$ cat src/rtl/ddr_port_arbiter.sv
// Two-port round-robin arbiter in front of an SDRAM controller, with periodic refresh requests.
// Optional DDR_ARB_STATS_EN adds saturating grant/refresh counters.
module ddr_port_arbiter #(
  parameter int unsigned AddrWidth     = 23,
  parameter int unsigned DataWidth     = 32,
  parameter int unsigned RefreshPeriod = 780
) (
  input  logic                   clock,
  input  logic                   reset,
  input  logic [1:0]             req,
  input  logic [1:0]             write,
  input  logic [2*AddrWidth-1:0] addr,
  input  logic [2*DataWidth-1:0] wdata,
  output logic [1:0]             grant,
  output logic [1:0]             rvalid,
  output logic [DataWidth-1:0]   rdata,
  output logic                   cmd_valid,
  input  logic                   cmd_ready,
  output logic                   cmd_write,
  output logic [AddrWidth-1:0]   cmd_addr,
  output logic [DataWidth-1:0]   cmd_wdata,
  input  logic                   rsp_valid,
  input  logic [DataWidth-1:0]   rsp_data,
  output logic                   ref_req,
  input  logic                   ref_ack,
  output logic                   busy
`ifdef DDR_ARB_STATS_EN
  ,
  output logic [15:0]            stat_grant0,
  output logic [15:0]            stat_grant1,
  output logic [15:0]            stat_refresh
`endif
);

  localparam int unsigned CntW = (RefreshPeriod > 2) ? $clog2(RefreshPeriod) : 1;
  localparam logic [CntW-1:0] CntReload = CntW'(RefreshPeriod - 1);

  typedef enum logic [1:0] {
    StIdle,
    StCmd,
    StWait,
    StRefresh
  } state_e;

  state_e                 state_q;
  logic [CntW-1:0]        cnt_q, cnt_d;
  logic                   expire;
  logic                   ref_pend_q;
  logic                   last_q;
  logic                   sel_q;
  logic                   sel;
  logic [1:0]             grant_q;
  logic [1:0]             rvalid_q;
  logic [DataWidth-1:0]   rdata_q;
  logic                   cmd_valid_q;
  logic                   cmd_write_q;
  logic [AddrWidth-1:0]   cmd_addr_q;
  logic [DataWidth-1:0]   cmd_wdata_q;
  logic                   ref_req_q;
  logic                   busy_q;

  // Refresh timer runs freely in every state.
  always_comb begin
    expire = (cnt_q == '0);
    cnt_d  = expire ? CntReload : cnt_q - 1'b1;
  end

  always_ff @(posedge clock or negedge reset) begin
    if (!reset) begin
      cnt_q <= CntReload;
    end else begin
      cnt_q <= cnt_d;
    end
  end

  // With both ports requesting, serve the one that was not served last.
  always_comb begin
    sel = 1'b0;
    unique case (req)
      2'b01:   sel = 1'b0;
      2'b10:   sel = 1'b1;
      2'b11:   sel = ~last_q;
      default: sel = 1'b0;
    endcase
  end

  always_ff @(posedge clock or negedge reset) begin
    if (!reset) begin
      state_q     <= StIdle;
      ref_pend_q  <= 1'b0;
      last_q      <= 1'b1;
      sel_q       <= 1'b0;
      grant_q     <= '0;
      rvalid_q    <= '0;
      rdata_q     <= '0;
      cmd_valid_q <= 1'b0;
      cmd_write_q <= 1'b0;
      cmd_addr_q  <= '0;
      cmd_wdata_q <= '0;
      ref_req_q   <= 1'b0;
      busy_q      <= 1'b0;
    end else begin
      grant_q  <= '0;
      rvalid_q <= '0;
      unique case (state_q)
        StIdle: begin
          if (ref_pend_q) begin
            state_q   <= StRefresh;
            ref_req_q <= 1'b1;
            busy_q    <= 1'b1;
          end else if (req != 2'b00) begin
            state_q          <= StCmd;
            sel_q            <= sel;
            last_q           <= sel;
            grant_q[sel]     <= 1'b1;
            cmd_valid_q      <= 1'b1;
            cmd_write_q      <= write[sel];
            cmd_addr_q       <= sel ? addr[2*AddrWidth-1:AddrWidth] : addr[AddrWidth-1:0];
            cmd_wdata_q      <= sel ? wdata[2*DataWidth-1:DataWidth] : wdata[DataWidth-1:0];
            busy_q           <= 1'b1;
          end
        end
        StCmd: begin
          if (cmd_ready) begin
            cmd_valid_q <= 1'b0;
            state_q     <= StWait;
          end
        end
        StWait: begin
          if (rsp_valid) begin
            state_q <= StIdle;
            busy_q  <= 1'b0;
            if (!cmd_write_q) begin
              rdata_q         <= rsp_data;
              rvalid_q[sel_q] <= 1'b1;
            end
          end
        end
        StRefresh: begin
          if (ref_ack) begin
            ref_req_q  <= 1'b0;
            ref_pend_q <= 1'b0;
            state_q    <= StIdle;
            busy_q     <= 1'b0;
          end
        end
        default: state_q <= StIdle;
      endcase
      // A fresh expiry on the acknowledge edge must not be lost.
      if (expire) begin
        ref_pend_q <= 1'b1;
      end
    end
  end

  assign grant     = grant_q;
  assign rvalid    = rvalid_q;
  assign rdata     = rdata_q;
  assign cmd_valid = cmd_valid_q;
  assign cmd_write = cmd_write_q;
  assign cmd_addr  = cmd_addr_q;
  assign cmd_wdata = cmd_wdata_q;
  assign ref_req   = ref_req_q;
  assign busy      = busy_q;

`ifdef DDR_ARB_STATS_EN
  logic [15:0] stat_g0_q, stat_g1_q, stat_ref_q;
  logic        ref_hs;

  assign ref_hs = (state_q == StRefresh) && ref_ack;

  always_ff @(posedge clock or negedge reset) begin
    if (!reset) begin
      stat_g0_q  <= '0;
      stat_g1_q  <= '0;
      stat_ref_q <= '0;
    end else begin
      if (grant_q[0] && (stat_g0_q != 16'hFFFF)) begin
        stat_g0_q <= stat_g0_q + 16'd1;
      end
      if (grant_q[1] && (stat_g1_q != 16'hFFFF)) begin
        stat_g1_q <= stat_g1_q + 16'd1;
      end
      if (ref_hs && (stat_ref_q != 16'hFFFF)) begin
        stat_ref_q <= stat_ref_q + 16'd1;
      end
    end
  end

  assign stat_grant0  = stat_g0_q;
  assign stat_grant1  = stat_g1_q;
  assign stat_refresh = stat_ref_q;
`endif

endmodule

$ cat config.mk
export PLATFORM = sky130hd
export DESIGN_NAME = ddr_port_arbiter
export DESIGN_NICKNAME = d
export VERILOG_FILES = /design/src/rtl/ddr_port_arbiter.sv
export SDC_FILE = /design/constraint.sdc
export NUM_CORES = 1
export LEC_CHECK = 0
export ABC_CLOCK_PERIOD_IN_PS = 3300
export BUFFER_PORTS_ARGS = -buffer_cell sky130_fd_sc_hd__buf_4
export CAP_MARGIN = 10
export CORE_ASPECT_RATIO = 1.25
export CORE_MARGIN = 1
export CORE_UTILIZATION = 30
export DETAILED_ROUTE_END_ITERATION = 12
export RECOVER_POWER = 25
export SLEW_MARGIN = 20
export SYNTH_ARGS = -nofsm -noshare
export SYNTH_HDL_FRONTEND = slang
export SYNTH_SLANG_ARGS = --single-unit
$ cat constraint.sdc
create_clock -name clock -period 3.3 [get_ports clock]
set_clock_uncertainty 0.1 [all_clocks]
set_input_delay 0.66 -clock clock [delete_from_list [all_inputs] [get_ports clock]]
set_output_delay 0.66 -clock clock [all_outputs]
set_load 0.005 [all_outputs]
[After elaboration in Yosys (flattened, before gate mapping)]
Index checks and enable logic that the tools add are counted.
Widths: inputs -> output; s select.
Word-level totals
  register bits: 110
  input port bits: 151
  output and inout port bits: 95
Cells by class
  add/sub/neg operators: 1
  order comparisons: 4
  eq/ne operators: 12
  multiplexer cells: 34
  bitwise operators: 3
  reduce and logical (&&, ||, !) cells: 17
Operators by type and width (count)
  $mux 32: 1
  $mux 23: 1
  $mux 2: 11
  $mux 1: 13
  $ne 2x2->1 const B: 6
  $reduce_and 4->1: 3
  $logic_not 10->1: 1
  $mux 10: 1
  $reduce_bool 2->1: 5
  $sub 10x1->10 const B: 1
  $reduce_and 3->1: 3
  $eq 2x2->1 const B: 4
  $pmux 2 s4: 1
  $pmux 1 s2: 3
  $lt 1x2->1 const B: 2
  $ne 3x3->1 const B: 1
  $not 1->1: 3
  $pmux 1 s3: 1
  $reduce_bool 3->1: 1
  $demux 1 s1: 2
  $eq 2x1->1 const B: 1
  $ge 1x1->1 const B: 2
  $logic_and 1x1->1: 2
  $logic_not 2->1: 1
  $reduce_and 2->1: 1

[Longest topological paths before layout]
Gate-level depths: netlist of the first run.
  word-level depth: 9
  gate-level depth with buffers: 7

[Worst setup path after synthesis of the first run]
OpenSTA, ideal clock, no wires.
  kind: input -> register
  from: in rsp_valid
  to: reg rdata_q[23] (netlist: rdata[23])
  library setup time: 125 ps
  data arrival time: 1829 ps
  data required time: 3075 ps
  setup slack: 1246 ps
  cell stages on the path: 4
  path buffers: 2
  path through: nor4bb_1 -> clkbuf_1 -> clkbuf_1 -> mux2_2
On the way
  cells in the longest elaborated chain, start to end: 1
RTL lines
  start: declaration: RTL line 22  | input logic rsp_valid,
  $reduce_and 3->1 (no source line)
  end signal: assignment: RTL line 134  | rdata_q <= rsp_data;
  end: declaration: RTL line 54  | logic [DataWidth-1:0] rdata_q;
No other way between the ends.
A chain may end at the register's enable or synchronous reset.

[Worst setup path in the final report of the first run]
  from: reg state_q[1]
  to: reg cmd_wdata_q[20] (netlist: cmd_wdata[20])
On the way
  cells in the longest elaborated chain, start to end: 2
RTL lines
  start: declaration: RTL line 45  | state_e state_q;
  start signal: assignment: RTL line 89  | state_q <= StIdle;
  start signal: assignment: RTL line 108  | state_q <= StRefresh;
  start signal: assignment: RTL line 112  | state_q <= StCmd;
  $logic_not 2->1: RTL line 105  | unique case (state_q)
  $reduce_and 3->1 (no source line)
  end signal: assignment: RTL line 119  | cmd_wdata_q <= sel ? wdata[2*DataWidth-1:DataWidth] : wdata[DataWidth-1:0];
  end: declaration: RTL line 58  | logic [DataWidth-1:0] cmd_wdata_q;
No other way between the ends.

==> results.json, run 1 <==
{
  "status": "finished clean",
  "finalSetupTns_ps": 0,
  "worst_pin_slew_ps": 1260,
  "drt_iter0_drc": 181,
  "ys_ff_latch": 110,
  "root_buffer": "clkbuf_16",
  "maxCapViolCount": 0,
  "p_leak_nw": 3.36,
  "die_h_um": 144,
  "htree_num_levels": 3,
  "grt.met2_usage": 0.280,
  "synth_edf_count": 0,
  "reg2reg_to": "cmd_wdata[20]$_DFFE_PN0P_",
  "crit_start": "state_q[1]$_DFFE_PN0P_",
  "finalHoldViolations": 0,
  "diodes": 0,
  "gp_congestion": 0.759,
  "arrival_ps": 2780,
  "grt_pass1_wl_um": 20600,
  "finalMaxSlewViolations": 0,
  "die_width_um": 115,
  "criticalPathCategory": "register to register",
  "finalCritPeriodShare": 0.805,
  "finalPower_mw": 5.75,
  "power_density_mw_per_mm2": 803,
  "crit_end": "cmd_wdata[20]$_DFFE_PN0P_",
  "io_pins": 246,
  "worst-r2r-setup-slack_ps": 640,
  "clock.fmax_ghz": 0.376,
  "multi_input_area_mm2": 0.00192,
  "area_delta_synth_final_pct": 48.6,
  "via_per_inst": 4.90,
  "first_pass_iters": 5,
  "hold_class": "register to register",
  "syn_inst": 391,
  "irDropWorstVdd_v": 0.000268,
  "nets": 770,
  "dp_slack_ps": 646,
  "port-buffer-count": 245,
  "setup_viol": 0,
  "cts_buffer_depth": 2,
  "synth_cell_types": 41,
  "wl_um": 13500,
  "cts_resized": 0,
  "rsz0062_at_grt": "false",
  "rows": 51,
  "grtUsageMet1": 0.190,
  "cts_sinks": 110,
  "busiest_layer": "met2",
  "fin_area_mm2": 0.00717,
  "regArea_mm2": 0.00276,
  "grt.met3_usage": 0.0371,
  "cts_made_buffers": 9,
  "placed_area_mm2": 0.00687,
  "crit_path_end_kind": "register",
  "grt_max_degree": 63,
  "cts.reportedPaths.clkPinSlew_ps": 70,
  "ys_seq_area_frac": 0.572,
  "fin_crit_ps": 2660,
  "grt_pass1_vias": 4009,
  "cp_max_fo": 59,
  "async_flop_share": 1.00,
  "netlist_area_mm2": 0.00482,
  "initial_core_util": 0.308,
  "overflow": 0,
  "synth_nets": 543,
  "dp_hpwl_um": 9980,
  "ff2ff_path_depth": 3,
  "wl_per_cell_um": 16.2,
  "drtAntennaViolNets": 0,
  "core_mm2": 0.0156,
  "final_util": 0.458,
  "syn-mean-instance-area_um2": 12.3,
  "antenna_found_initial": 0,
  "synth_warnings": 0,
  "insertion_delay_ps": 340,
  "grt_usage": 0.160,
  "slew_headroom": 0.163,
  "synth_ff_type": "dfrtp_1",
  "drive_gt1_frac": 0.506,
  "post_cts_buffers": 0,
  "cts_tree": "built",
  "vias": 4088,
  "drcViolationCount": 0,
  "cp-start-kind": "register",
  "cts_hold_buf": 0,
  "die-area_mm2": 0.0166,
  "fillers": 1509,
  "required_ps": 3420,
  "worstReg2RegStart": "state_q[1]$_DFFE_PN0P_",
  "worst_slack_ps": 643
}
## worst max-delay path, stage by stage (launching register included)
cell and delay [ps]:
dfrtp_1 510, or3_4 680, or2_2 750, a221o_1 500
## cells in the final DEF (no fill, tap or decap), drive strengths merged, types with 2 or more instances in the layout
master / netlist / routed
o31ai: 4 / 4
mux2i: 31 / 31
nor2b: 2 / 2
a221o: 27 / 27
mux2: 33 / 33
nand3: 3 / 3
o31a: 2 / 2
clkbuf: 27 / 10
a21oi: 2 / 2
dfstp: 6 / 6
or3: 4 / 4
dfrtp: 104 / 104
or2: 2 / 2
a21boi: 2 / 2
nor3: 2 / 2
nor4b: 29 / 29
buf: 9 / 251
or4: 2 / 2
nand2: 8 / 8
nor2: 9 / 9
a21o: 2 / 2
inv: 5 / 9
o21ai: 63 / 63
## routing by layer
metal | up-vias | wire length [um]
li1 | 1928 | -
met1 | 2001 | 5270
met2 | 147 | 7120
met3 | 12 | 935
met4 | 0 | 200
met5 | - | 0
## stage by stage
stage / cells / hold slack (ps)
6_report: 835 / 366
4_1_cts: 835 / 251
2_1_floorplan: 391 / 264
5_1_grt: 835 / 383
3_3_place_gp: 819 / 341
3_5_place_dp: 819 / 365
## cell usage after synthesis (4+ instances only)
cell	count	share of area
dfrtp_1	104	0.54
o31ai_1	4	0.0062
inv_1	5	0.0039
dfstp_2	6	0.033
nand2_1	8	0.0062
o21ai_0	63	0.065
a221o_1	27	0.056
nor2_1	9	0.0070
nor4b_1	29	0.053
mux2i_1	31	0.064
mux2_2	33	0.077
buf_2	6	0.0062
clkbuf_1	26	0.020
## registers in the layout, indices dropped and copies added, names as in the netlist
register	count
cmd_write	1
busy	1
grant	2
sel_q	1
rvalid	2
cmd_valid	1
ref_req	1
rdata	32
cmd_addr	23
state_q	2
last_q	1
cnt_q	10
cmd_wdata	32
ref_pend_q	1
## area by class of cell
cell class / instances / share of cell area
Sequential cell: 110 / 0.385
Clock inverter: 7 / 0.0108
Clock buffer: 9 / 0.0314
Multi-Input combinational cell: 240 / 0.268
Tap cell: 212 / 0.0370
Inverter: 5 / 0.00262
Timing Repair Buffer: 252 / 0.265
## cells by family after synthesis
logic type      count (synthesis)  synth area share
buf+inv                        41            0.0384
simple gates                   66            0.0939
xor+xnor                        1           0.00182
flops                         110             0.572
mux                            64             0.141
fa+ha+maj                       1           0.00259
compound gates                108             0.149
## where the power goes
| group | leakage [nW] | total, mW | switching, mW | internal (mW) |
|---|---|---|---|---|
| combinational | 1.88 | 2.34 | 0.966 | 1.37 |
| sequential | 1.33 | 2.32 | 0.369 | 1.95 |
| clock | 0.147 | 1.10 | 0.502 | 0.599 |
## worst min-delay path by stage
| stage | start | to | cells past startpoint |
|---|---|---|---|
| CTS | reset | cmd_wdata[11]$_DFFE_PN0P_ | 1 |
| global placement | sel_q$_DFFE_PN0P_ | rvalid[0]$_DFF_PN0_ | 1 |
| finish | sel_q$_DFFE_PN0P_ | rvalid[0]$_DFF_PN0_ | 1 |
| detailed placement | sel_q$_DFFE_PN0P_ | rvalid[0]$_DFF_PN0_ | 1 |
| global route | sel_q$_DFFE_PN0P_ | rvalid[0]$_DFF_PN0_ | 1 |
| floorplan | reset | busy$_DFFE_PN0P_ | 0 |
Power figures use the tool's default switching activity.
==> run 2: changes to the inputs <==
--- a/config.mk
+++ b/config.mk
@@ -5,7 +5,8 @@
 export SDC_FILE = /design/constraint.sdc
 export NUM_CORES = 1
 export LEC_CHECK = 0
-export ABC_CLOCK_PERIOD_IN_PS = 3300
+export ABC_AREA = 1
+export ABC_CLOCK_PERIOD_IN_PS = 2270
 export BUFFER_PORTS_ARGS = -buffer_cell sky130_fd_sc_hd__buf_4
 export CAP_MARGIN = 10
 export CORE_ASPECT_RATIO = 1.25
==> constraint.sdc (replaced) <==
create_clock -name clock -period 2.27 [get_ports clock]
set_clock_uncertainty 0.1 [all_clocks]
set_input_delay 0.454 -clock clock [delete_from_list [all_inputs] [get_ports clock]]
set_output_delay 0.454 -clock clock [all_outputs]
set_load 0.005 [all_outputs]
==> run 2 against run 1 <==
Against the previous run: non-clock buffer count rose by 4; sequential power rose by 39%; combinational power grew 48%.
==> results.json, run 2 <==
{
  "status": "finished clean",
  "worst-r2r-setup-slack_ps": 510,
  "drcViolationCount": 0,
  "netlist_area_mm2": 0.00492,
  "synth_nets": 771,
  "grt_pass1_wl_um": 22700,
  "insertion_delay_ps": 350,
  "setup_viol": 0,
  "netlist_top_cells_count": "347 x nand2_1, 104 x dfrtp_1, 68 x nand3_1",
  "power_density_mw_per_mm2": 1150,
  "cts_made_buffers": 9,
  "gp_congestion": 0.791,
  "criticalPathCategory": "register to register",
  "grt_pass1_vias": 4520,
  "grt_usage": 0.170,
  "fin_area_mm2": 0.00725,
  "port-buffer-count": 245,
  "crit_path_end_kind": "register",
  "holdPathEnd": "cmd_wdata[15]$_DFFE_PN0P_",
  "yosys.cell_count.top_type": "nand2_1",
  "diodes": 0,
  "maxCapViolCount": 0,
  "drive_gt1_frac": 0.329,
  "finalCritPeriodShare": 0.775,
  "synth_warnings": 0,
  "die-area_mm2": 0.0169,
  "layoutNonFillerInstCount": 1078,
  "hold_class": "primary input to register",
  "regArea_mm2": 0.00276,
  "cts_tree": "built",
  "crit_path_top_delay_cell": "dfstp_2",
  "finalMaxSlewViolations": 0,
  "cts_sinks": 110,
  "die_h_um": 145,
  "final_common_cell": "nand2_1",
  "synth_cell_types": 24,
  "root_buffer": "clkbuf_16",
  "fin_crit_ps": 1760,
  "drt_iter0_drc": 206,
  "synth_edf_count": 0,
  "placed_area_mm2": 0.00698,
  "wl_per_cell_um": 13.3,
  "cp-start-kind": "register",
  "worst_slack_ps": 512,
  "crit_chain": "inv_1 -> ha_1 -> nand2_1 -> nor2_1 -> nand3_1 -> inv_1 -> nor2_1",
  "syn-mean-instance-area_um2": 7.95,
  "via_per_inst": 4.30,
  "fillers": 1688,
  "multi_input_area_mm2": 0.00193,
  "layout_common_cells": "347 x nand2_1, 253 x buf_4, 104 x dfrtp_1",
  "fin_hold_ws_ps": 209,
  "worst_pin_slew_ps": 1440,
  "synth_ff_type": "dfrtp_1",
  "async_flop_share": 1.00,
  "nets": 1009,
  "cts.reportedPaths.clkPinSlew_ps": 80,
  "first_pass_iters": 4,
  "ys_ff_latch": 110,
  "drtAntennaViolNets": 0,
  "dpl.cell_count": 1062,
  "hold-path-cell-count": 3,
  "irDropWorstVdd_v": 0.000406,
  "io_pins": 246,
  "htree_num_levels": 3,
  "vias": 4640,
  "synthTopCellsByArea": "dfrtp_1 53%, nand2_1 26%, nand3_1 6.9%",
  "die_width_um": 117,
  "wl_um": 14300,
  "reg2reg_to": "cnt_q[5]$_DFF_PN0_",
  "antenna_found_initial": 0,
  "cts_hold_buf": 0,
  "synth_top_area_share": 0.529,
  "required_ps": 2410,
  "min-delay-start": "wdata[47]",
  "rows": 52,
  "grt_max_degree": 57,
  "area_delta_synth_final_pct": 47.2,
  "p_leak_nw": 4.05,
  "cts_resized": 0,
  "cpPeakStageDelay_ps": 380,
  "dp_hpwl_um": 10100,
  "post_cts_buffers": 0,
  "core_mm2": 0.0161,
  "dp_slack_ps": 342,
  "cts_buffer_depth": 2,
  "arrival_ps": 1900,
  "finalHoldViolations": 0,
  "initial_core_util": 0.305,
  "rsz0062_at_grt": "false",
  "ff2ff_path_depth": 7,
  "syn_inst": 619,
  "clock.fmax_ghz": 0.569,
  "ys_seq_area_frac": 0.561,
  "overflow": 0,
  "synth.largest_area_cell": "dfrtp_1",
  "finalSetupTns_ps": 0,
  "worstReg2RegStart": "cnt_q[0]$_DFF_PN1_",
  "cp_max_fo": 6,
  "slew_headroom": 0.0379
}
==> run 2: changes by cell type in the layout (fill, tap and decap cells not counted), sizes merged, moves of 27 or more <==
cell and delta:
nor4b -29, mux2 -33, nand2 +339, mux2i -31
a221o -27, o21ai -60, nand3 +66
==> run 2: metal layers <==
metal | part of all wire | vias up | GRT usage
li1 | - | 2386 | -
met1 | 0.45 | 2083 | 0.223
met2 | 0.48 | 150 | 0.275
met3 | 0.053 | 21 | 0.0334
met4 | 0.023 | 0 | 0.0620
met5 | 0 | - | 0
==> run 2: through the flow <==
stage	power (mW)	utilization
global placement	6.78	0.433
global route	9.03	0.449
detailed placement	6.83	0.433
finish	8.33	0.449
CTS	8.49	0.451
floorplan	4.93	-
==> run 2: worst max-delay path, delay by kind of cell, from the launching register on <==
| family | cells | cell delay [ps] |
|---|---|---|
| AND/OR/NAND/NOR | 4 | 630 |
| flip-flops | 1 | 380 |
| adder cells (fa/ha/maj) | 1 | 230 |
| buffers and inverters | 2 | 310 |
==> run 2: worst max path at each step <==
stage                            start                  to  slack [ps]  cells past startpoint
floorplan           cnt_q[0]$_DFF_PN1_  cnt_q[5]$_DFF_PN0_         770                      7
global placement                req[1]   sel_q$_DFFE_PN0P_         380                      8
detailed placement              req[1]   sel_q$_DFFE_PN0P_         340                      8
CTS                 cnt_q[0]$_DFF_PN1_  cnt_q[6]$_DFF_PN0_         480                      7
global route        cnt_q[0]$_DFF_PN1_  cnt_q[5]$_DFF_PN0_         280                      7
finish              cnt_q[0]$_DFF_PN1_  cnt_q[5]$_DFF_PN0_         510                      7
==> run 2: cell families after synthesis <==
| group | after synthesis | share of synthesized area |
|---|---|---|
| xor+xnor | 6 | 0.0107 |
| simple gates | 444 | 0.365 |
| fa+ha+maj | 1 | 0.00254 |
| buf+inv | 49 | 0.0485 |
| flops | 110 | 0.561 |
| compound gates | 9 | 0.0127 |
==> run 2: area by class of cell <==
class	count	area share
multi-input combinational	460	0.266
timing repair buffer	256	0.264
clock inverter	6	0.00984
tap	216	0.0373
clock buffer	10	0.0316
inverter	20	0.0104
sequential	110	0.381
==> run 2: where the power goes <==
part	switching, mW	leakage (nW)	internal (mW)
registers	0.456	1.36	2.78
logic	1.78	2.54	1.70
clock network	0.752	0.145	0.870
total	2.99	4.05	5.34
